File: src/rtl/imem_load_ctrl.sv
// imem_load_ctrl: streams a program image into instruction RAM, then serves 1-cycle core fetches
module imem_load_ctrl #(
  parameter int          DEPTH = 1024,
  parameter int          AW    = 10,
  parameter logic [31:0] NOP   = 32'h00000013
) (
  input  logic          clk,
  input  logic          reset,
  input  logic          load_start,
  input  logic          ld_valid,
  output logic          ld_ready,
  input  logic [31:0]   ld_data,
  input  logic          ld_last,
  input  logic          fetch_req,
  input  logic [63:0]   fetch_pc,
  output logic [31:0]   instr,
  output logic          instr_valid,
  output logic          fetch_fault,
  output logic          core_hold,
  output logic [AW:0]   load_count,
  output logic          load_err,
  output logic          mem_en,
  output logic          mem_we,
  output logic [AW-1:0] mem_addr,
  output logic [31:0]   mem_wdata,
  input  logic [31:0]   mem_rdata
);
  typedef enum logic [1:0] {IDLE, LOAD, RUN} state_t;
  state_t      state, state_n;
  logic [AW:0] cnt, cnt_n;
  logic        err, err_n;
  logic        v, f;
  logic [31:0] hold;
  logic        ok, acc, fire, full;
  always_comb begin
    ok        = fetch_pc[1:0] == 2'b00 && fetch_pc[63:AW+2] == '0;
    full      = cnt == (AW+1)'(DEPTH - 1);
    ld_ready  = !reset && state == LOAD && cnt < (AW+1)'(DEPTH);
    acc       = ld_ready && ld_valid;
    fire      = !reset && state == RUN && !load_start && fetch_req;
    mem_en    = acc || (fire && ok);
    mem_we    = acc;
    mem_addr  = acc ? cnt[AW-1:0] : fetch_pc[AW+1:2];
    mem_wdata = ld_data;
    state_n   = state;
    cnt_n     = acc ? cnt + 1'b1 : cnt;
    err_n     = err;
    if (state != LOAD && load_start) begin
      state_n = LOAD;
      cnt_n   = '0;
      err_n   = 1'b0;
    end else if (acc && (ld_last || full)) begin
      state_n = RUN;
      err_n   = !ld_last;
    end
  end
  always_ff @(posedge clk) begin
    if (reset) begin
      state <= IDLE;
      cnt   <= '0;
      err   <= 1'b0;
      v     <= 1'b0;
      f     <= 1'b0;
      hold  <= '0;
    end else begin
      state <= state_n;
      cnt   <= cnt_n;
      err   <= err_n;
      v     <= fire;
      f     <= fire && !ok;
      if (v) hold <= instr;
    end
  end
  // read data arrives straight from the RAM in the delivery cycle; hold keeps it stable afterwards
  assign instr       = v ? (f ? NOP : mem_rdata) : hold;
  assign instr_valid = v;
  assign fetch_fault = v && f;
  assign core_hold   = state != RUN;
  assign load_count  = cnt;
  assign load_err    = err;
endmodule
File: config.mk
export PLATFORM = sky130hd
export DESIGN_NAME = imem_load_ctrl
export DESIGN_NICKNAME = d
export VERILOG_FILES = /design/src/rtl/imem_load_ctrl.sv
export SDC_FILE = /design/constraint.sdc
export NUM_CORES = 1
export LEC_CHECK = 0
export BUFFER_PORTS_ARGS = -buffer_cell sky130_fd_sc_hd__clkbuf_2
export CAP_MARGIN = 0
export CORE_ASPECT_RATIO = 0.9
export CORE_MARGIN = 2
export CORE_UTILIZATION = 34
export DETAILED_ROUTE_END_ITERATION = 12
export MAX_ROUTING_LAYER = met4
export PLACE_DENSITY = 0.77
export SLEW_MARGIN = 25
export SYNTH_ARGS = -nofsm -noshare
export SYNTH_HDL_FRONTEND = slang
export SYNTH_SLANG_ARGS = --single-unit
File: constraint.sdc
create_clock -name clk -period 1.9 [get_ports clk]
set_clock_uncertainty 0.2 [all_clocks]
set_input_delay 0.095 -clock clk [delete_from_list [all_inputs] [get_ports clk]]
set_output_delay 0.095 -clock clk [all_outputs]
set_load 0.005 [all_outputs]
==> results of run 1 <==
[metal layers]
| layer | vias to the layer above | GRT usage | part of all wire |
|---|---|---|---|
| met5 | - | - | 0 |
| met4 | 0 | 0.0474 | 0.011 |
| met3 | 11 | 0.0453 | 0.088 |
| met2 | 141 | 0.337 | 0.48 |
| met1 | 1277 | 0.240 | 0.42 |
| li1 | 1381 | - | - |
[power groups by stage]
stage          Clock [mW]  Sequential (mW)  Combinational, mW
2_1_floorplan           0             1.04              0.124
3_3_place_gp            0             1.04              0.205
3_5_place_dp            0             1.04              0.209
4_1_cts             0.662             1.02              0.329
5_1_grt             0.706             1.02              0.370
6_report            0.636             1.02              0.345
[worst max-delay path: cells and delay by family]
kind                   cells  cell delay, ns
buffers and inverters      2            0.67
and+or+nand+nor            4            1.16
[cell families (layout without fill, tap and decap cells)]
family | after synthesis | after routing
and+or+nand+nor | 120 | 120
buffers and inverters | 77 | 276
AOI/OAI and AO/OA | 48 | 48
DFF | 48 | 48
muxes | 9 | 9
xor gates and xnor gates | 6 | 6
adders and majority gates | 1 | 1
[metrics by stage]
step	utilization	total power, mW	hold slack, ns	worst slack [ns]	TNS, ns
CTS	0.558	2.01	0.0108	-0.00380	-0.00720
finish	0.567	2.00	0.0213	-0.0263	-0.0263
global placement	0.447	1.24	-0.00997	0.138	0
global route	0.567	2.09	0.0681	-0.0795	-0.618
floorplan	-	1.16	0.0206	0.0323	0
detailed placement	0.447	1.25	-0.00997	0.122	0
[cell usage in the layout (no fill, tap or decap), types with 6 or more instances in the layout]
cell type / instances
mux2_2: 9
nor4_2: 7
nor2b_1: 30
a21oi_1: 6
nand4_1: 6
nor2_1: 10
o21ai_0: 32
dfxtp_1: 46
dlygate4sd3_1: 68
clkbuf_2: 161
clkbuf_8: 6
nand2_1: 36
inv_1: 32
nor4_1: 6
[registers in the layout, indices dropped and copies added (netlist names)]
signal / cells
f: 1
hold: 32
instr_valid: 1
load_count: 11
load_err: 1
state: 2
[area by class of cell]
cell class                      instances  area, um2  area share
Inverter                               32        120      0.0300
Clock buffer                            6       82.6      0.0206
Timing Repair Buffer                  236       1550       0.386
Clock inverter                          2       13.8     0.00343
Sequential cell                        48        963       0.240
Multi-Input combinational cell        184       1170       0.291
Tap cell                               93        116      0.0290
[worst max path at each step]
| stage | start | end | slack (ns) | cells past startpoint |
|---|---|---|---|---|
| floorplan | load_count[10] | load_count[7] | 0.03 | 4 |
| finish | fetch_pc[30] | f | -0.03 | 6 |
| global placement | load_count[10] | load_count[7] | 0.14 | 4 |
| global route | state[1] | mem_addr[1] | -0.08 | 5 |
| detailed placement | load_count[10] | load_count[7] | 0.12 | 4 |
| CTS | state[1] | mem_addr[8] | -0.004 | 5 |
[what timing repair did]
action,in CTS,in global routing
hold buffers,68,0
gates cloned,0,0
endpoints found under the hold margin,69,0
buffers inserted,1,0
pin swaps,1,2
gates resized for setup,1,12
endpoints found under the setup margin,11,11
==> metrics.md, run 1 <==
| Metric | Value |
|---|---|
| Area share of fa/ha/maj cells after synthesis | `0.00502` |
| Max-cap viol count | `0` |
| Port buffer count | `161` |
| Critical path's largest stage delay | `0.57 ns` |
| Worst Reg-to-Reg Cells | `5` |
| Worst Max-Slew Pin Slew | `0.351 ns` |
| Logic pwr share | `0.173` |
| Final worst setup slack | `-0.0263 ns` |
| Layout area overhead | `60.7%` |
| Clock share of power | `0.319` |
| Worst hold path class | `in -> reg` |
| Max Root-Sink Buffers | `2` |
| Vias per cell | `4.68` |
| Synth top area cells | `dfxtp_1 39%, buf_4 9.6%, nor2b_1 7.8%` |
| Mux contribution to synthesized area | `0.0406` |
| Power per cell area | `498 mW/mm2` |
| CP Cell Sequence | `clkbuf_2 > nor4_2 > nand4_1 > or4_4 > dlygate4sd3_1 > nor2b_1` |
| FF-to-FF End | `load_count[7]` |
| Max Slew Vio Count | `0` |
| Post-Place Cell Area | `0.00317 mm2` |
| Switching Fraction | `0.236` |
| Fill cell count | `602` |
| Seq/Total Area, Yosys | `0.385` |
| Syn Inst Count | `309` |
| Die area | `0.00804 mm2` |
| Placed cell count | `524` |
| Hold Path Sink | `hold[17]` |
| Synth unique cells | `36` |
| Slew HR | `0.766` |
| CP Launch Type | `input port` |
| Xor-xnor portion of the synthesized cell area | `0.0211` |
| Num CTS Buffers | `5` |
| Synthesized Nets | `444` |
| All-Layer GR Usage | `0.199` |
| Leakage | `1.82 nW` |
| Cell taking the most area after synthesis | `dfxtp_1` |
| Complex-gate fraction of the synthesized area | `0.108` |
| Chip height | `85.3 um` |
| Routed vias | `2810` |
| DP Wirelength | `5240 um` |
| Hold Violations, Final | `0` |
| Syn avg cell area | `8.07 um2` |
| Pin count of the biggest net entering global routing | `37` |
| Tcrit/Tclk final | `1.01` |
| First-pass GRT wire length | `12600 um` |
| Routed wire per std cell | `13.4 um` |
| Die X | `94.3 um` |
| #FFs+latches synth | `48` |
| Int Pwr | `1.53 mW` |
| Largest family of logic cells by synthesized area | `simple AND/OR/NAND/NOR gates` |
| Commonest cells post-synth | `48 x dfxtp_1, 37 x nand2_1, 32 x buf_4, 32 x inv_1, 32 x o21ai_0` |
| H-tree Lvls | `2` |
| CTS tree | `built` |
| Core area | `0.00708 mm2` |
| Post-synth top area share | `0.385` |
| Fin nets | `642` |
| Rows | `29` |
| Reg power frac | `0.509` |
| Failing checks | `setup timing` |
| Reg2reg start | `state[1]` |
| Reg-to-reg slack, setup | `0.08 ns` |
| EDFF count, synth | `0` |
| Clk slew on worst S/H paths | `0.09 ns` |
| Worst vdd ir | `0.266 mV` |
| Worst-Skew Late Latency | `0.29 ns` |
| Fin area | `0.00401 mm2` |
| Crit path max fanout | `2` |
| Final wirelength | `8030 um` |
| Post-Synth Simple-Gate Area | `0.272` |
| Vias in the first global route | `2692` |
| Ys flop type | `dfxtp_1` |
| Achievable Freq | `519 MHz` |
| 1st-iter DRT viols | `72` |
| Antenna-violating nets left | `0` |
| RSZ-0062 raised after global routing | `true` |
| Drc violations | `0` |
| Synth Cell Area | `0.00249 mm2` |
| Ant. Diodes | `0` |
| Clk root buf | `clkbuf_8` |
| Critical Path AT | `1.93 ns` |
| Ys async rst share | `0` |
| Starting Density | `0.353` |
| Crit end category | `flip-flop` |
| Status | `complete, but fails checks` |
| Clock Sinks | `48` |
| Cell with the most instances after synthesis | `dfxtp_1` |
| Total gr overflow | `0` |
| Slowest CP cell | `dlygate4sd3_1` |
| Layout cells sized above 1 | `0.400` |
| Layout Cells excl Fill | `601` |
| NetSw | `471 uW` |
| Hold Crit Depth | `4` |
| Worst Setup Path Type | `in -> reg` |
| RePlAce Congestion | `0.806` |
| Initial antenna violation count | `0` |
| CP required | `1.90 ns` |
| Final setup fails | `1` |
| Final min period | `1.93 ns` |
| Yosys warns | `0` |
| I/O Pins | `226` |
| Hold Crit Start | `mem_rdata[17]` |
| 1st-pass router iterations | `4` |
(Power assumes the default switching activity.)
==> inputs of run 2 (changes only) <==
- CORE_AREA: default -> 2 2 87 89
- CORE_ASPECT_RATIO: 0.9 -> default
- CORE_MARGIN: 2 -> default
- CORE_UTILIZATION: 34 -> default
- DIE_AREA: default -> 0 0 89 91
- PLACE_DENSITY: 0.77 -> 0.76
- clock period: 1.9 -> 2.08 ns (I/O delays scaled with it)
==> metrics.md, run 2 (synthesis gave the netlist of run 1 again) <==
| Metric | Value |
|---|---|
| Antenna-violating nets left | `0` |
| 1st-iter DRT viols | `75` |
| Clk slew on worst S/H paths | `0.09 ns` |
| Max Slew Vio Count | `0` |
| I/O Pins | `226` |
| Hold Violations, Final | `0` |
| H-tree Lvls | `2` |
| Num CTS Buffers | `5` |
| Slowest CP cell | `dfxtp_1` |
| CP Launch Type | `flip-flop` |
| Clock Sinks | `48` |
| Vias per cell | `4.57` |
| Max-cap viol count | `0` |
| Top reg by flops | `hold` |
| Pre-CTS WS | `0.285 ns` |
| Starting Density | `0.350` |
| Max Root-Sink Buffers | `2` |
| 1st-pass router iterations | `4` |
| Pin count of the biggest net entering global routing | `37` |
| CTS tree | `built` |
| Most common cell after layout, fill and taps aside | `clkbuf_2` |
| Drc violations | `0` |
| Layout area overhead | `46.3%` |
| Final setup fails | `0` |
| DP Wirelength | `5310 um` |
| Ant. Diodes | `0` |
| Chip height | `91 um` |
| Fin nets | `608` |
| CP Buf/Inv Count | `2` |
| Worst hold path class | `in -> reg` |
| Most frequent cells in the layout | `161 x clkbuf_2, 48 x dfxtp_1, 37 x nand2_1` |
| Hold_ws | `0.0000335 ns` |
| CP delay by family, top | `simple AND/OR/NAND/NOR gates` |
| Crit end category | `output port` |
| Die area | `0.00810 mm2` |
| Final min period | `1.97 ns` |
| Register Area | `961 um2` |
| Core area | `0.00714 mm2` |
| Die X | `89 um` |
| Slew HR | `0.758` |
| Status | `finished clean` |
| Critical Path AT | `1.67 ns` |
| Vias in the first global route | `2476` |
| Total gr overflow | `0` |
| Crit path max fanout | `11` |
| Critical path's largest stage delay | `0.36 ns` |
| Layout cells sized above 1 | `0.404` |
| Initial antenna violation count | `0` |
| Tcrit/Tclk final | `0.948` |
| Fill cell count | `674` |
| Routed wire per std cell | `12.8 um` |
| Rows | `31` |
| Power per cell area | `532 mW/mm2` |
| Final worst setup slack | `0.109 ns` |
| Largest register FFs | `32` |
| Routed vias | `2612` |
| Clk root buf | `clkbuf_8` |
| Area taken by multi-input logic gates | `0.00112 mm2` |
| Worst Setup Path Type | `reg -> out` |
| CP required | `1.78 ns` |
| Worst vdd ir | `0.375 mV` |
| All-Layer GR Usage | `0.177` |
| Worst-Skew Late Latency | `0.29 ns` |
| Achievable Freq | `507 MHz` |
| First-pass GRT wire length | `11100 um` |
| Port buffer count | `161` |
| Worst Max-Slew Pin Slew | `0.363 ns` |
| CP Cell Sequence | `nor4b_4 > nand2_1 > buf_4 > mux2_2 > clkbuf_2` |
| Leakage | `1.69 nW` |
| RePlAce Congestion | `0.861` |
| Final wirelength | `7300 um` |
-- run 2: cell count changes in the layout (fill, tap and decap cells not counted), sizes merged --
cell         previous run  this run
dlygate4sd3            68        34
inv                    33        32
bufinv                  0         2
clkbuf                167       166
clkinv                  1         0
-- run 2: worst paths after layout --
kind              slack, ns  depth (start not counted)            end          start
setup / recovery       0.11                          5    mem_addr[1]       state[1]
hold / removal      0.00003                          4       hold[24]  mem_rdata[24]
setup reg to reg       0.21                          5  load_count[7]       state[1]
hold reg to reg        0.28                          1       load_err       load_err
-- run 2: report_power, final --
part	switching [mW]	total (mW)	internal [mW]
sequential	0.00384	0.927	0.923
combinational	0.0927	0.245	0.153
clock	0.296	0.769	0.473
total	0.392	1.94	1.55
-- run 2: layout make-up --
cell class | instances | area share
repair buffers | 202 | 0.328
multi-input cells | 184 | 0.306
flip-flops and latches | 48 | 0.263
well taps | 99 | 0.0339
inverters | 32 | 0.0329
clock buffers | 5 | 0.0189
clock inverters | 2 | 0.0165
-- run 2: tightest hold or removal path: stages --
cell and delay [ns]:
clkbuf_2 0.08, nand2_1 0.04, o21ai_0 0.09, nor2b_1 0.14
-- run 2: through the flow --
step,TNS [ns],instances,total power [mW],instance area [um2],utilization
floorplan,0,309,1.06,2490,-
global placement,0,530,1.14,3170,0.445
detailed placement,0,530,1.14,3170,0.445
CTS,0,571,1.97,3640,0.510
global route,-0.00456,572,2.02,3650,0.511
finish,0,572,1.94,3650,0.511
-- run 2: routing by layer --
layer	wire length, um	global-route usage	part of all wire
met4	125	0.0560	0.017
met1	3110	0.199	0.43
met2	3370	0.292	0.46
met5	0	-	0
met3	697	0.0609	0.096
-- run 2: what timing repair did --
item,in CTS,in global routing
hold endpoints to repair,35,0
buffers inserted,0,1
hold buffers,34,0
pin swaps,1,1
endpoints found under the setup margin,7,8
gates resized for setup,0,0
==> inputs of run 3 (changes only) <==
- MAX_ROUTING_LAYER: met4 -> default
- TNS_END_PERCENT: default -> 5
==> metrics.md, run 3 (synthesis gave the netlist of run 1 again) <==
| Metric | Value |
|---|---|
| Num CTS Buffers | `5` |
| Fill cell count | `674` |
| CP delay by family, top | `simple AND/OR/NAND/NOR gates` |
| Largest register FFs | `32` |
| Fin Setup TNS | `0 ns` |
| Clk slew on worst S/H paths | `0.09 ns` |
| Reg power frac | `0.477` |
| Power per cell area | `532 mW/mm2` |
| Most common cell after layout, fill and taps aside | `clkbuf_2` |
| H-tree Lvls | `2` |
| Worst vdd ir | `0.375 mV` |
| Crit end category | `output port` |
| Pin count of the biggest net entering global routing | `37` |
| Antenna-violating nets left | `0` |
| Max Slew Vio Count | `0` |
| Post-Place Cell Area | `0.00317 mm2` |
| Vias per cell | `4.58` |
| Routed wire per std cell | `12.8 um` |
| Tcrit/Tclk final | `0.948` |
| Rows | `31` |
| 1st-pass router iterations | `4` |
| Worst Setup Path Type | `reg -> out` |
| Chip height | `91 um` |
| Core area | `0.00714 mm2` |
| Clock Sinks | `48` |
| Worst Max-Slew Pin Slew | `0.363 ns` |
| Crit path max fanout | `11` |
| Post-layout util | `0.511` |
| Vias in the first global route | `2477` |
| Worst-Skew Late Latency | `0.29 ns` |
| Max-cap viol count | `0` |
| Layout cells sized above 1 | `0.404` |
| Slowest CP cell | `dfxtp_1` |
| Register Area | `961 um2` |
| RePlAce Congestion | `0.848` |
| Failing checks | `hold timing` |
| Most frequent cells in the layout | `161 x clkbuf_2, 48 x dfxtp_1, 37 x nand2_1` |
| Final min period | `1.97 ns` |
| Pre-CTS WS | `0.285 ns` |
| Final wirelength | `7300 um` |
| Fin nets | `608` |
| Max Root-Sink Buffers | `2` |
| 1st-iter DRT viols | `80` |
| Leakage | `1.69 nW` |
| First-pass GRT wire length | `11100 um` |
| Final setup fails | `0` |
| Critical Path AT | `1.67 ns` |
| Int Pwr | `1.55 mW` |
| Hold Violations, Final | `1` |
| CP Cell Sequence | `nor4b_4 > nand2_1 > buf_4 > mux2_2 > clkbuf_2` |
| Total gr overflow | `0` |
| I/O Pins | `226` |
| Post_cts resized | `0` |
| Initial antenna violation count | `0` |
| Starting Density | `0.350` |
| Critical path's largest stage delay | `0.36 ns` |
| All-Layer GR Usage | `0.172` |
| CP required | `1.78 ns` |
| Final worst setup slack | `0.108 ns` |
| Area taken by multi-input logic gates | `0.00112 mm2` |
| Worst hold path class | `in -> reg` |
| Layout area overhead | `46.3%` |
| CTS tree | `built` |
| Status | `complete, but fails checks` |
| Drc violations | `0` |
| NetSw | `393 uW` |
| Achievable Freq | `507 MHz` |
| Ant. Diodes | `0` |
| CP Buf/Inv Count | `2` |
| CP Launch Type | `flip-flop` |
| Slew HR | `0.758` |
| Hold_ws | `-0.000449 ns` |
| Top reg by flops | `hold` |
| Fin area | `0.00365 mm2` |
| Die area | `0.00810 mm2` |
| Port buffer count | `161` |
| DP Wirelength | `5310 um` |
| Die X | `89 um` |
| Logic pwr share | `0.126` |
| Clk root buf | `clkbuf_8` |
| Routed vias | `2618` |
| Clock share of power | `0.396` |
| Switching Fraction | `0.202` |
[run 3: layout make-up]
class	instances	area share
Clock buffer	5	0.0189
Clock inverter	2	0.0165
Inverter	32	0.0329
Multi-Input combinational cell	184	0.306
Sequential cell	48	0.263
Tap cell	99	0.0339
Timing Repair Buffer	202	0.328
[run 3: metal layers]
layer,global-route usage,part of all wire
met5,0,0
met4,0.0560,0.017
met3,0.0636,0.098
met2,0.292,0.46
met1,0.197,0.42
[run 3: through the flow]
stage	instances	total power, mW
6_report	572	1.94
5_1_grt	572	2.02
4_1_cts	571	1.97
3_5_place_dp	530	1.14
3_3_place_gp	530	1.14
2_1_floorplan	309	1.06
[run 3: worst paths after layout]
kind	start	endpoint	slack (ns)	cells after the start
max	state[1]	mem_addr[1]	0.11	5
min	mem_rdata[24]	hold[24]	-0.0004	4
max reg2reg	state[1]	load_count[7]	0.21	5
min reg2reg	load_err	load_err	0.28	1
[run 3: power by group through the flow]
| stage | combinational, mW | clock [mW] | sequential, mW |
|---|---|---|---|
| finish | 0.245 | 0.769 | 0.927 |
| global route | 0.268 | 0.828 | 0.928 |
| CTS | 0.242 | 0.802 | 0.927 |
| detailed placement | 0.192 | 0 | 0.949 |
| global placement | 0.188 | 0 | 0.949 |
| floorplan | 0.113 | 0 | 0.948 |
[run 3: worst register-to-register path: cells and delay by family (launching register included)]
kind,cells,cell delay (ns)
compound gates,1,0.15
buf+inv,1,0.18
flops,1,0.36
simple gates,3,0.91
[run 3: repair_timing]
item	in CTS	in global routing
pin swaps	1	1
hold buffers	34	0
buffers inserted	0	1
endpoints found under the hold margin	35	0
setup endpoints to repair	7	8
gates cloned	0	0
